**config.mk**
```make
export PLATFORM = sky130hd
export DESIGN_NAME = mac_send_frame
export DESIGN_NICKNAME = d
export VERILOG_FILES = /design/src/rtl/mac_pkg.sv /design/src/rtl/crc32_byte.sv /design/src/rtl/mac_send_frame.sv
export SDC_FILE = /design/constraint.sdc
export NUM_CORES = 1
export LEC_CHECK = 0
export BUFFER_PORTS_ARGS = -buffer_cell sky130_fd_sc_hd__buf_4
export CAP_MARGIN = 40
export CORE_MARGIN = 4
export CORE_UTILIZATION = 42
export DETAILED_ROUTE_END_ITERATION = 12
export PLACE_DENSITY_LB_ADDON = 0.1
export SYNTH_ARGS = -nofsm -noshare
export SYNTH_HDL_FRONTEND = slang
export SYNTH_SLANG_ARGS = --single-unit
```
**constraint.sdc**
```tcl
create_clock -name clock -period 6.44 [get_ports clock]
set_clock_uncertainty 0.15 [all_clocks]
set_input_delay 1.288 -clock clock [delete_from_list [all_inputs] [get_ports clock]]
set_output_delay 1.288 -clock clock [all_outputs]
set_load 0.02 [all_outputs]
```
**src/rtl/mac_pkg.sv**
```systemverilog
`default_nettype none
// ============================================================================
// Module  : mac_pkg
// Brief   : Shared Ethernet MAC constants and framer state encoding.
// Revision: 1.0 - initial release
// ============================================================================
package mac_pkg;

    typedef enum logic [3:0] {
        ST_IDLE     = 4'd0,
        ST_PREAMBLE = 4'd1,
        ST_DST_ADDR = 4'd2,
        ST_SRC_ADDR = 4'd3,
        ST_PROTO    = 4'd4,
        ST_PAYLOAD  = 4'd5,
        ST_PAD      = 4'd6,
        ST_FCS      = 4'd7,
        ST_GAP      = 4'd8
    } mac_state_t;

    localparam logic [7:0]  PREAMBLE_BYTE = 8'h55;
    localparam logic [7:0]  SFD_BYTE      = 8'hD5;
    localparam logic [15:0] ETHERTYPE_ARP = 16'h0806;
    localparam logic [15:0] ETHERTYPE_IP  = 16'h0800;
    localparam int          MIN_PAYLOAD   = 46;
    localparam logic [31:0] CRC_PRESET    = 32'hFFFFFFFF;
    localparam logic [31:0] CRC_RESIDUE   = 32'hDEBB20E3;
    localparam logic [31:0] CRC_POLY      = 32'hEDB88320;

endpackage
`default_nettype wire

```
**src/rtl/crc32_byte.sv**
```systemverilog
`default_nettype none
// ============================================================================
// Module  : crc32_byte
// Brief   : Combinational reflected CRC-32 update by one data byte.
// Revision: 1.0 - initial release
// ============================================================================
module crc32_byte
    import mac_pkg::*;
(
    input  logic [31:0] crc_i,
    input  logic [7:0]  data_i,
    output logic [31:0] crc_o
);

    logic [31:0] crc_work;

    always_comb begin
        crc_work = crc_i ^ {24'h000000, data_i};
        for (int i = 0; i < 8; i++) begin
            crc_work = crc_work[0] ? ((crc_work >> 1) ^ CRC_POLY) : (crc_work >> 1);
        end
        crc_o = crc_work;
    end

endmodule
`default_nettype wire

```
**src/rtl/mac_send_frame.sv**
```systemverilog
`default_nettype none
// ============================================================================
// Module  : mac_send_frame
// Brief   : Ethernet transmit framer: preamble, header, payload, pad, FCS, IFG.
// Revision: 1.0 - initial release
// ============================================================================
module mac_send_frame
    import mac_pkg::*;
#(
    parameter int MAX_PAYLOAD = 1500,
    parameter int IFG_BYTES   = 12
) (
    input  logic        clock,
    input  logic        reset,
    input  logic        tx_request,
    input  logic        is_arp,
    input  logic [47:0] remote_mac,
    input  logic [47:0] local_mac,
    input  logic [10:0] payload_length,
    input  logic [7:0]  payload_data,
    output logic        payload_rd,
    output logic        tx_ack,
    output logic        tx_done,
    output logic        tx_enable,
    output logic [7:0]  tx_data
);

    localparam logic [10:0] MAX_LEN  = 11'(MAX_PAYLOAD);
    localparam logic [10:0] MIN_LEN  = 11'(MIN_PAYLOAD);
    localparam logic [10:0] GAP_LAST = 11'(IFG_BYTES - 1);

    // state_q names the byte currently on tx_data; the comb block picks the next one.
    mac_state_t  state_q, state_d;
    logic [10:0] cnt_q, cnt_d;
    logic [10:0] len_q, len_d;
    logic        arp_q, arp_d;
    logic [47:0] sh_q, sh_d;
    logic [31:0] crc_q;
    logic        en_q, en_d;
    logic [7:0]  data_q, data_d;
    logic        rd_q, rd_d;
    logic        ack_q, ack_d;
    logic        done_q, done_d;
    logic        crc_upd, crc_shift, start_ok;
    logic [31:0] crc_seed, crc_next;

    crc32_byte u_crc (
        .crc_i  (crc_seed),
        .data_i (data_d),
        .crc_o  (crc_next)
    );

    always_comb begin
        state_d   = state_q;
        cnt_d     = cnt_q;
        len_d     = len_q;
        arp_d     = arp_q;
        sh_d      = sh_q;
        en_d      = 1'b1;
        data_d    = 8'h00;
        rd_d      = 1'b0;
        ack_d     = 1'b0;
        done_d    = 1'b0;
        crc_upd   = 1'b0;
        crc_shift = 1'b0;
        crc_seed  = crc_q;
        start_ok  = 1'b0;
        case (state_q)
            ST_IDLE: begin
                en_d     = 1'b0;
                start_ok = 1'b1;
            end
            ST_PREAMBLE: begin
                if (cnt_q == 11'd7) begin
                    state_d  = ST_DST_ADDR;
                    data_d   = sh_q[47:40];
                    sh_d     = sh_q << 8;
                    cnt_d    = 11'd5;
                    crc_seed = CRC_PRESET;
                    crc_upd  = 1'b1;
                end else begin
                    data_d = (cnt_q == 11'd6) ? SFD_BYTE : PREAMBLE_BYTE;
                    cnt_d  = cnt_q + 11'd1;
                end
            end
            ST_DST_ADDR, ST_SRC_ADDR: begin
                crc_upd = 1'b1;
                if (cnt_q != 11'd0) begin
                    data_d = sh_q[47:40];
                    sh_d   = sh_q << 8;
                    cnt_d  = cnt_q - 11'd1;
                end else if (state_q == ST_DST_ADDR) begin
                    state_d = ST_SRC_ADDR;
                    data_d  = local_mac[47:40];
                    sh_d    = local_mac << 8;
                    cnt_d   = 11'd5;
                end else begin
                    state_d = ST_PROTO;
                    data_d  = ETHERTYPE_ARP[15:8];
                    cnt_d   = 11'd1;
                end
            end
            ST_PROTO: begin
                crc_upd = 1'b1;
                if (cnt_q == 11'd1) begin
                    data_d = arp_q ? ETHERTYPE_ARP[7:0] : ETHERTYPE_IP[7:0];
                    cnt_d  = 11'd0;
                    rd_d   = (len_q != 11'd0);
                end else begin
                    // cnt now counts payload+pad bytes already emitted
                    cnt_d = 11'd1;
                    if (len_q != 11'd0) begin
                        state_d = ST_PAYLOAD;
                        data_d  = payload_data;
                        rd_d    = (len_q > 11'd1);
                    end else begin
                        state_d = ST_PAD;
                    end
                end
            end
            ST_PAYLOAD, ST_PAD: begin
                if (state_q == ST_PAYLOAD && cnt_q < len_q) begin
                    data_d  = payload_data;
                    cnt_d   = cnt_q + 11'd1;
                    rd_d    = ((cnt_q + 11'd1) < len_q);
                    crc_upd = 1'b1;
                end else if (cnt_q < MIN_LEN) begin
                    state_d = ST_PAD;
                    cnt_d   = cnt_q + 11'd1;
                    crc_upd = 1'b1;
                end else begin
                    state_d   = ST_FCS;
                    data_d    = ~crc_q[7:0];
                    crc_shift = 1'b1;
                    cnt_d     = 11'd0;
                end
            end
            ST_FCS: begin
                if (cnt_q < 11'd3) begin
                    data_d    = ~crc_q[7:0];
                    crc_shift = 1'b1;
                    cnt_d     = cnt_q + 11'd1;
                end else begin
                    state_d = ST_GAP;
                    en_d    = 1'b0;
                    cnt_d   = 11'd0;
                    done_d  = (GAP_LAST == 11'd0);
                end
            end
            ST_GAP: begin
                en_d = 1'b0;
                // The last gap cycle doubles as the idle sampling cycle.
                if (cnt_q == GAP_LAST) begin
                    state_d  = ST_IDLE;
                    start_ok = 1'b1;
                end else begin
                    cnt_d  = cnt_q + 11'd1;
                    done_d = ((cnt_q + 11'd1) == GAP_LAST);
                end
            end
            default: begin
                state_d = ST_IDLE;
                en_d    = 1'b0;
            end
        endcase
        if (start_ok && tx_request) begin
            state_d = ST_PREAMBLE;
            cnt_d   = 11'd0;
            en_d    = 1'b1;
            data_d  = PREAMBLE_BYTE;
            ack_d   = 1'b1;
            arp_d   = is_arp;
            sh_d    = remote_mac;
            len_d   = (payload_length > MAX_LEN) ? MAX_LEN : payload_length;
        end
    end

    always_ff @(posedge clock) begin
        if (reset) begin
            state_q <= ST_IDLE;
            cnt_q   <= 11'd0;
            len_q   <= 11'd0;
            arp_q   <= 1'b0;
            sh_q    <= 48'h0;
            crc_q   <= CRC_PRESET;
            en_q    <= 1'b0;
            data_q  <= 8'h00;
            rd_q    <= 1'b0;
            ack_q   <= 1'b0;
            done_q  <= 1'b0;
        end else begin
            state_q <= state_d;
            cnt_q   <= cnt_d;
            len_q   <= len_d;
            arp_q   <= arp_d;
            sh_q    <= sh_d;
            if (crc_upd) begin
                crc_q <= crc_next;
            end else if (crc_shift) begin
                crc_q <= crc_q >> 8;
            end
            en_q    <= en_d;
            data_q  <= data_d;
            rd_q    <= rd_d;
            ack_q   <= ack_d;
            done_q  <= done_d;
        end
    end

    assign tx_enable  = en_q;
    assign tx_data    = data_q;
    assign payload_rd = rd_q;
    assign tx_ack     = ack_q;
    assign tx_done    = done_q;

endmodule
`default_nettype wire

```
==> results of run 1 <==
## layout by cell type, fill, tap and decap left out, drive strengths merged, types with 9 or more instances in the layout
| master | count |
|---|---|
| o21ai | 40 |
| ha | 25 |
| mux2i | 50 |
| a21oi | 82 |
| xnor2 | 38 |
| a221oi | 13 |
| nand3 | 25 |
| a32oi | 10 |
| nor3 | 14 |
| buf | 147 |
| xor2 | 24 |
| inv | 24 |
| nor2 | 101 |
| clkbuf | 17 |
| clkinv | 9 |
| o211ai | 48 |
| dfxtp | 119 |
| nand2 | 169 |
## registers in the layout, indices dropped and copies added, names as in the netlist
signal      flops
arp_q           1
crc_q          32
state_q         4
tx_data         8
sh_q           48
cnt_q          11
tx_enable       1
payload_rd      1
tx_ack          1
tx_done         1
len_q          11
## report_power, final
| part | switching, mW | internal, mW |
|---|---|---|
| logic | 0.446 | 0.363 |
| registers | 0.0568 | 0.807 |
| clock network | 0.380 | 0.569 |
## kinds of logic (layout without fill, tap and decap cells)
| group | after synthesis | after routing | synth area share, % |
|---|---|---|---|
| muxes | 53 | 53 | 7.829 |
| and+or+nand+nor | 370 | 370 | 21.38 |
| xor gates and xnor gates | 65 | 65 | 8.204 |
| AOI/OAI and AO/OA | 260 | 260 | 22.67 |
| buffers and inverters | 96 | 202 | 4.779 |
| DFF | 119 | 119 | 31.06 |
| adders and majority gates | 25 | 25 | 4.078 |
## cell type report
cell class / instances / area (um^2) / share of cell area [%]
Clock inverter: 15 / 155.1 / 1.650
Inverter: 23 / 86.33 / 0.9184
Tap cell: 229 / 286.5 / 3.048
Timing Repair Buffer: 147 / 1111 / 11.82
Sequential cell: 119 / 2382 / 25.34
Clock buffer: 17 / 425.4 / 4.525
Multi-Input combinational cell: 773 / 4954 / 52.70
## Yosys cell counts (3+ instances only)
master	count
buf_1	8
o21a_1	7
a31oi_1	8
nor2_1	101
a21o_1	3
inv_1	23
o221ai_1	4
dfxtp_1	119
a221o_1	4
mux2i_4	5
nand3b_1	3
and3_1	6
nand4_1	6
nand2b_1	3
nor4b_1	3
a32oi_1	10
and4_1	3
o211ai_1	48
buf_2	5
a211oi_1	5
nor3b_1	3
xnor3_1	3
a21oi_1	82
nand2_1	169
nor3_1	14
a2bb2oi_1	8
or3_1	5
o2111ai_1	3
nor2b_1	7
nand3_1	25
o31ai_1	3
o22ai_1	5
clkbuf_1	60
o21ai_0	37
xor2_1	23
nor4_1	8
ha_1	25
xnor2_1	38
mux2i_1	45
a221oi_1	13
## through the flow
step	hold WS, ps	instance area (um^2)	instances	worst slack (ps)
2_1_floorplan	281.9	7671	988	2558
3_3_place_gp	297.6	8797	1289	2014
3_5_place_dp	299.2	8820	1291	1982
4_1_cts	307.3	9400	1323	1954
5_1_grt	344.8	9400	1323	1600
6_report	305.8	9400	1323	1924
## worst max path at each step
stage             start        end  slack (ps)  cells after the start
2_1_floorplan  cnt_q[0]  crc_q[14]        2560                     14
3_3_place_gp   cnt_q[2]  crc_q[21]        2010                     13
3_5_place_dp   cnt_q[2]  crc_q[21]        1980                     13
4_1_cts        cnt_q[2]  crc_q[21]        1950                     13
5_1_grt        cnt_q[2]  crc_q[17]        1600                     13
6_report       cnt_q[2]  crc_q[21]        1920                     13
## worst max-delay path, cell delays in order, from the launching register on
cell and delay [ps]:
dfxtp_1 740, ha_1 360, a21oi_1 130, o21ai_0 90, a221oi_1 280, buf_4 210, o31a_1 570, buf_4 350
nand2_1 110, mux2_2 320, xnor2_1 520, xnor2_1 250, xor2_1 200, a32oi_1 140
## routing by layer
layer | GRT usage (%) | routed length [um]
met5 | 0 | 0
met1 | 31.77 | 10800
met3 | 3.818 | 1111
met4 | 8.304 | 560
met2 | 39.29 | 11780
==> results.md, run 1 <==
* Status: complete, no violations
* Area leader, netlist: dfxtp_1
* Syn_area_per_cell at 7.764 um^2
* Design Power at 2.621 mW
* Post-synth EDFFs at 0
* DRC viols at 0
* Core area at 17960 um^2
* Antenna violations before repair at 0
* Main synth FF type: dfxtp_1
* CP Max Fanout at 19
* Vias post-DR at 7502
* CTS Buffer Depth at 2
* Clock sinks at 119
* Hold depth at 2
* Die width at 143.1 um
* #FFs+latches synth at 119
* Die ar. at 20490 um^2
* P&R area growth vs syn at 22.54%
* Setup tns final at 0 ps
* Die height at 143.1 um
* Hold Crit Class: reg2reg
* Min-Delay Endpoint: len_q[9]
* Pre-antenna DRT Iters at 7
* I/O pins at 131
* Type of origin of the critical path: register
* Critical Path AT at 4710 ps
* DRT iter0 DRCs at 503
* Worst-Margin Slew at 866.8 ps
* Initial Util at 42.70%
* Clock period minus final worst setup slack at 4516 ps
* I/O Buffers at 130
* Cts bufs inserted at 17
* Worst-case reg-to-reg path depth at 13
* Post-synthesis sequential area ratio at 31.06%
* Finish-stage setup viols at 0
* Routed vias/inst at 5.670
* Global-route wire length before repair at 38660 um
* Fmax achieved at 221.5 MHz
* Clock Pin Slew Worst Setup and Hold Paths at 60 ps
* # rows at 49
* Final core occ at 52.33%
* VDD IR-drop max at 0.1912 mV
* Ys Warns at 0
* Antenna Cells at 0
* Slew Limit Headroom at 42.21%
* Vias in the first global route at 7252
* Wire per inst at 18.33 um
* FF-to-FF End: crc_q[21]
* GRT overflow at 0
* Post-CTS setup buffer count at 0
* Share of cells above drive strength 1 at 18.92%
* ANT nets after route at 0
* GPL Wtd Cong at 0.8968
* Reg2reg setup slack at 1920 ps
* Synth unique cells at 69
* Final WL at 24250 um
* PwrDens at 278.8 nW/um^2
* Clk Tree Root Cell: clkbuf_16
* Worst-Skew Late Latency at 420 ps
* Worst EP required at 6630 ps
* Mapped Cells at 988
* Fin. Hold Viols at 0
* CP Capture Type: register
* Post-Syn Nets at 1132
* Slew Limit Fails at 0
* Hold buffers post-CTS at 0
* Synth top area share at 31.06%
* Max Cap Violations at 0
* Largest net degree at the start of global routing at 89
* Post-CTS resize count at 0
* Period utilization at 70.12%
* Worst hold start: len_q[9]
* H-tree depth at 4
* GR Util All Layers at 23.85%
* Fillcell total at 1762
* TritonCTS clock tree: yes
* Ys async rst share at 0%
* Cell Area, Synth at 7671 um^2
* HPWL after DPL at 17090 um
* Top cells by area, synth: dfxtp_1 (31%), nand2_1 (8.3%), mux2i_1 (5.9%)
* Reg-to-Reg Start: cnt_q[2]
* Setup CP Type: reg2reg
* RSZ-0062 raised after global routing: false
* Final #Nets at 1225
* Leakage power at 4.048 nW
(Power assumes the default switching activity.)
==> inputs of run 2 (changes only) <==
--- a/config.mk
+++ b/config.mk
@@ -5,6 +5,7 @@
 export SDC_FILE = /design/constraint.sdc
 export NUM_CORES = 1
 export LEC_CHECK = 0
+export ABC_AREA = 1
 export BUFFER_PORTS_ARGS = -buffer_cell sky130_fd_sc_hd__buf_4
 export CAP_MARGIN = 40
 export CORE_MARGIN = 4
==> constraint.sdc (replaced) <==
create_clock -name clock -period 3.91 [get_ports clock]
set_clock_uncertainty 0.15 [all_clocks]
set_input_delay 0.782 -clock clock [delete_from_list [all_inputs] [get_ports clock]]
set_output_delay 0.782 -clock clock [all_outputs]
set_load 0.02 [all_outputs]
==> run 2 against run 1 <==
  * Critical path depth increased by 10
  * Wire length increased by 16%
  * Via count increased by 18%
  * Non-clock buffer count increased by 5
  * Core utilization decreased by 0.43 points
  * Sequential share of layout area decreased by 1.8 points
  * First-iteration DRC count increased by 57%
  * Sequential power increased by 110%
  * Register-to-register slack got worse by 1400 ps
  * Critical endpoint is now crc_q[19]
==> results.md, run 2 <==
* Regs by FF count: sh_q (48), crc_q (32)
* Pre-antenna DRT Iters at 6
* CP Capture Type: register
* Area leader, netlist: dfxtp_1
* Hold depth at 2
* I/O Buffers at 130
* Post-Syn Nets at 1415
* Slew Limit Headroom at 43.85%
* GPL Wtd Cong at 0.9234
* DRC viols at 0
* Clock sinks at 119
* Post-synth EDFFs at 0
* Antenna violations before repair at 0
* Most common cell in the netlist: nand2_1
* Biggest register: sh_q
* Largest net degree at the start of global routing at 45
* Synth unique cells at 54
* Clk Tree Root Cell: clkbuf_16
* Leakage power at 4.846 nW
* Cell Area, Synth at 8289 um^2
* Min-Delay Endpoint: sh_q[30]
* Share of cells above drive strength 1 at 19.91%
* Die ar. at 22050 um^2
* Ys Warns at 0
* Post-CTS resize count at 0
* Worst EP required at 4080 ps
* Clock Pin Slew Worst Setup and Hold Paths at 60 ps
* Syn_area_per_cell at 6.522 um^2
* Initial Util at 42.59%
* GRT overflow at 0
* Routed vias/inst at 5.316
* Vias post-DR at 8856
* Fin. Hold Viols at 0
* Worst-case reg-to-reg path depth at 23
* Core area at 19460 um^2
* Reg area at 2382 um^2
* Die width at 148.5 um
* FF-to-FF End: crc_q[19]
* H-tree depth at 4
* Mapped Cells at 1271
* Most frequent cells in the layout: nand2_1 (343), buf_4 (151), inv_1 (125)
* Synth cell count leaders: nand2_1 (344), inv_1 (125), dfxtp_1 (119), o21ai_0 (114), nand3_1 (109)
* Status: complete, no violations
* Worst-Margin Slew at 834.5 ps
* HPWL after DPL at 21530 um
* P&R area growth vs syn at 21.86%
* Main synth FF type: dfxtp_1
* Hold buffers post-CTS at 0
* Reg2reg setup slack at 520 ps
* Setup CP Type: reg2reg
* Period utilization at 86.66%
* # rows at 51
* Post-CTS setup buffer count at 0
* Fmax achieved at 295.1 MHz
* Final #Nets at 1533
* Commonest non-fill, non-tap cell in the layout: nand2_1
* Worst-Skew Late Latency at 420 ps
* TritonCTS clock tree: yes
* VDD IR-drop max at 0.3643 mV
* Global-route wire length before repair at 44860 um
* #FFs+latches synth at 119
* Worst hold start: sh_q[30]
* ANT nets after route at 0
* Post-synthesis sequential area ratio at 28.74%
* Hold Slack at 313.0 ps
* Die height at 148.5 um
* Ys async rst share at 0%
* Finish-stage setup viols at 0
* Critical Path AT at 3550 ps
* DRT iter0 DRCs at 791
* Max Cap Violations at 0
* Vias in the first global route at 8280
* Final core occ at 51.90%
* CTS Buffer Depth at 2
* Max reg flops at 48
* Slew Limit Fails at 0
* RSZ-0062 raised after global routing: false
* Fillcell total at 2052
* Hold Crit Class: reg2reg
* Clock period minus final worst setup slack at 3388 ps
* CP Max Fanout at 9
* Final WL at 28220 um
* I/O pins at 131
* Reg-to-Reg Start: cnt_q[0]
* Top cells by area, synth: dfxtp_1 (29%), nand2_1 (16%), o21ai_0 (6.9%)
* PwrDens at 785.8 nW/um^2
* Synth top area share at 28.74%
* Wire per inst at 16.94 um
* Area of the multi-input gates at 5146 um^2
* GR Util All Layers at 25.67%
* Cts bufs inserted at 17
* Setup tns final at 0 ps
* Antenna Cells at 0
* Type of origin of the critical path: register
-- run 2: worst max path at each step --
stage | startpoint | endpoint | slack (ps) | cells past startpoint
2_1_floorplan | cnt_q[9] | crc_q[15] | 1280 | 19
3_3_place_gp | cnt_q[0] | crc_q[19] | 540 | 23
3_5_place_dp | cnt_q[0] | crc_q[19] | 590 | 23
4_1_cts | cnt_q[0] | crc_q[19] | 560 | 23
5_1_grt | cnt_q[0] | crc_q[19] | 210 | 23
6_report | cnt_q[0] | crc_q[19] | 520 | 23
-- run 2: where the power goes --
group | switching (mW) | total, mW | internal [mW]
logic | 3.06 | 4.71 | 1.65
clock network | 0.629 | 1.44 | 0.809
registers | 0.235 | 1.79 | 1.56
-- run 2: cell families after synthesis --
kind of cell    count (synthesis)  share of synthesized area, %
mux                             1                        0.1358
flops                         119                         28.74
compound gates                294                         20.69
simple gates                  598                         33.16
fa+ha+maj                      25                         3.774
buf+inv                       199                         9.207
xor+xnor                       35                         4.287
-- run 2: cell type report --
type | count | share of cell area (%)
Multi-Input combinational cell | 953 | 50.95
Sequential cell | 119 | 23.58
Timing Repair Buffer | 152 | 11.50
Inverter | 146 | 5.426
Clock buffer | 17 | 4.212
Tap cell | 265 | 3.283
Clock inverter | 14 | 1.053
-- run 2: per-layer routing --
layer,global-route usage (%),wire length [um]
met5,0,0
met4,7.390,497
met3,5.941,2327
met2,40.10,12540
met1,35.53,12860
-- run 2: per-stage QoR --
step,setup slack (ps),cell area [um^2],std cells,total power [mW]
floorplan,1284,8289,1271,5.249
global placement,541.0,9542,1634,6.463
global route,212.6,10100,1666,8.640
detailed placement,592.7,9569,1635,6.472
finish,521.6,10100,1666,7.937
CTS,560.6,10100,1666,7.939
-- run 2: critical path: stages (launching register included) --
cell and delay, ps:
dfxtp_1 370, inv_1 220, ha_1 270, nand2_2 130
nor2_4 230, nand2_4 100, nand2_4 160, nand2_2 70
nand2_1 60, nand3_1 70, nor2_1 220, nand3_1 170
nand2_1 100, nand2_1 120, nand2_1 90, nand2_1 150
nand2_1 100, nand2_1 130, nand2_1 120, nand2_1 50
nand2_1 50, nand3_1 60, nand2_1 50, nand2_1 40
==> inputs of run 3 (changes only) <==
--- a/config.mk
+++ b/config.mk
@@ -10,6 +10,7 @@
 export CAP_MARGIN = 40
 export CORE_MARGIN = 4
 export CORE_UTILIZATION = 42
+export CTS_BUF_LIST = sky130_fd_sc_hd__clkbuf_8
 export DETAILED_ROUTE_END_ITERATION = 12
 export PLACE_DENSITY_LB_ADDON = 0.1
 export SYNTH_ARGS = -nofsm -noshare
==> run 3 against run 2 <==
  * Die area is the same
  * Power down 5.4%
  * Hold slack improved by 3.4 ps
  * Setup slack improved by 18 ps
  * Sequential cell count did not move
  * Sequential share of layout area up 0.46 points
  * Critical path depth unchanged
  * Register-to-register slack improved by 20 ps
  * Largest cell class unchanged
==> results.md, run 3 (synthesis gave the netlist of run 2 again) <==
* Pre-antenna DRT Iters at 5
* Vias post-DR at 8845
* Final WS setup at 539.5 ps
* Dpl ws at 592.7 ps
* Reg-to-Reg Start: cnt_q[0]
* Wire per inst at 16.90 um
* Fmax achieved at 296.7 MHz
* Fin. Hold Viols at 0
* Period utilization at 86.20%
* Fillcell total at 2077
* Design Power at 7.506 mW
* VDD IR-drop max at 0.2762 mV
* RSZ-0062 raised after global routing: false
* Regs by FF count: sh_q (48), crc_q (32)
* GPL Wtd Cong at 0.9234
* H-tree depth at 4
* Finish-stage setup viols at 0
* Core area at 19460 um^2
* Antenna Cells at 0
* GRT overflow at 0
* Met2 usage at 39.83%
* Antenna violations before repair at 0
* Hold depth at 2
* Worst EP required at 4120 ps
* Max Cap Violations at 0
* Worst-case reg-to-reg path depth at 23
* Worst Path Buf+Inv at 1
* ANT nets after route at 0
* Slew Limit Fails at 0
* Share of cells above drive strength 1 at 19.91%
* Reg area at 2382 um^2
* Leakage power at 4.759 nW
* Worst-Skew Late Latency at 460 ps
* Slowest CP cell: dfxtp_1
* Cts bufs inserted at 17
* CP Capture Type: register
* Hold Crit Class: reg2reg
* Reg2reg setup slack at 540 ps
* CP cell instances: inv_1, ha_1, nand2_2, nor2_4, nand2_4, nand2_4, nand2_2, nand2_1, nand3_1, nor2_1, nand3_1, nand2_1, nand2_1, nand2_1, nand2_1, nand2_1, nand2_1, nand2_1, nand2_1, nand2_1, nand3_1, nand2_1, nand2_1
* Slew Limit Headroom at 44.37%
* Design area at 9910 um^2
* Worst-Margin Slew at 826.9 ps
* Clock sinks at 119
* Post-CTS resize count at 0
* Largest net degree at the start of global routing at 45
* PwrDens at 757.4 nW/um^2
* Clk Tree Root Cell: clkbuf_8
* Global-route wire length before repair at 44820 um
* P&R area growth vs syn at 19.55%
* Clock period minus final worst setup slack at 3371 ps
* Worst hold start: sh_q[30]
* GR Util All Layers at 25.68%
* CTS Buffer Depth at 2
* # rows at 51
* CP dominant cell by count: nand2_1
* Routed vias/inst at 5.309
* Post-CTS setup buffer count at 0
* DRT iter0 DRCs at 731
* Hold buffers post-CTS at 0
* DRC viols at 0
* FF-to-FF End: crc_q[19]
* Max reg flops at 48
* HPWL after DPL at 21530 um
* I/O pins at 131
* Met1 usage at 35.80%
* Biggest register: sh_q
* TritonCTS clock tree: yes
* Max incr delay on CP at 380 ps
* Initial Util at 42.59%
* Top Usage Layer GRT: met2
* Hold Slack at 316.4 ps
* Vias in the first global route at 8289
* Type of origin of the critical path: register
* Critical Path AT at 3580 ps
* Most frequent cells in the layout: nand2_1 (343), buf_4 (151), inv_1 (125)
* Setup tns final at 0 ps
* I/O Buffers at 130
* Final #Nets at 1533
* Placed cell area at 9569 um^2
* Area of the multi-input gates at 5146 um^2
* Die width at 148.5 um
* Clock Pin Slew Worst Setup and Hold Paths at 80 ps
* Commonest non-fill, non-tap cell in the layout: nand2_1
* Status: complete, no violations
* Min-Delay Endpoint: sh_q[30]
* Met3 Use GR at 6.002%
* Die ar. at 22050 um^2
* Final WL at 28160 um
* CP Max Fanout at 9
* Delay-heaviest family, CP: simple AND/OR/NAND/NOR gates
* Die height at 148.5 um
* Setup CP Type: reg2reg
==> run 3: changes by cell type in the layout (fill, tap and decap cells not counted) <==
cell       previous run  this run
clkbuf_16            17         0
clkbuf_8              0        17
==> run 3: power by group <==
| group | internal, mW | switching, mW | leakage [nW] | total [mW] |
|---|---|---|---|---|
| sequential | 1.55 | 0.235 | 0.979 | 1.79 |
| clock | 0.436 | 0.577 | 0.164 | 1.01 |
| combinational | 1.65 | 3.06 | 3.62 | 4.70 |
==> run 3: stage by stage <==
stage | utilization (%) | instances
after floorplan | - | 1271
after global placement | 49.03 | 1634
after detailed placement | 49.17 | 1635
after CTS | 50.92 | 1666
after global routing | 50.92 | 1666
final | 50.92 | 1666
==> run 3: layout make-up <==
type,count,share of cell area (%)
multi-input cells,953,51.93
flip-flops and latches,119,24.04
repair buffers,152,11.72
inverters,146,5.530
well taps,265,3.346
clock buffers,17,2.361
clock inverters,14,1.073
==> run 3: worst reg2reg max path, cell delays in order, from the launching register on <==
cell and delay (ps):
dfxtp_1 380, inv_1 230, ha_1 270, nand2_2 130
nor2_4 230, nand2_4 100, nand2_4 170, nand2_2 70
nand2_1 60, nand3_1 70, nor2_1 200, nand3_1 160
nand2_1 100, nand2_1 120, nand2_1 90, nand2_1 150
nand2_1 100, nand2_1 130, nand2_1 120, nand2_1 50
nand2_1 50, nand3_1 60, nand2_1 50, nand2_1 40
==> run 3: worst max path at each step <==
stage	startpoint	end	slack [ps]	depth (start not counted)
3_5_place_dp	cnt_q[0]	crc_q[19]	590	23
2_1_floorplan	cnt_q[9]	crc_q[15]	1280	19
6_report	cnt_q[0]	crc_q[19]	540	23
3_3_place_gp	cnt_q[0]	crc_q[19]	540	23
4_1_cts	cnt_q[0]	crc_q[19]	550	23
5_1_grt	cnt_q[1]	crc_q[19]	210	18
==> run 3: metal layers <==
layer	routed length, um	part of all wire [%]
met4	439	1.6
met5	0	0
met2	12610	45
met1	13160	47
met3	1949	6.9
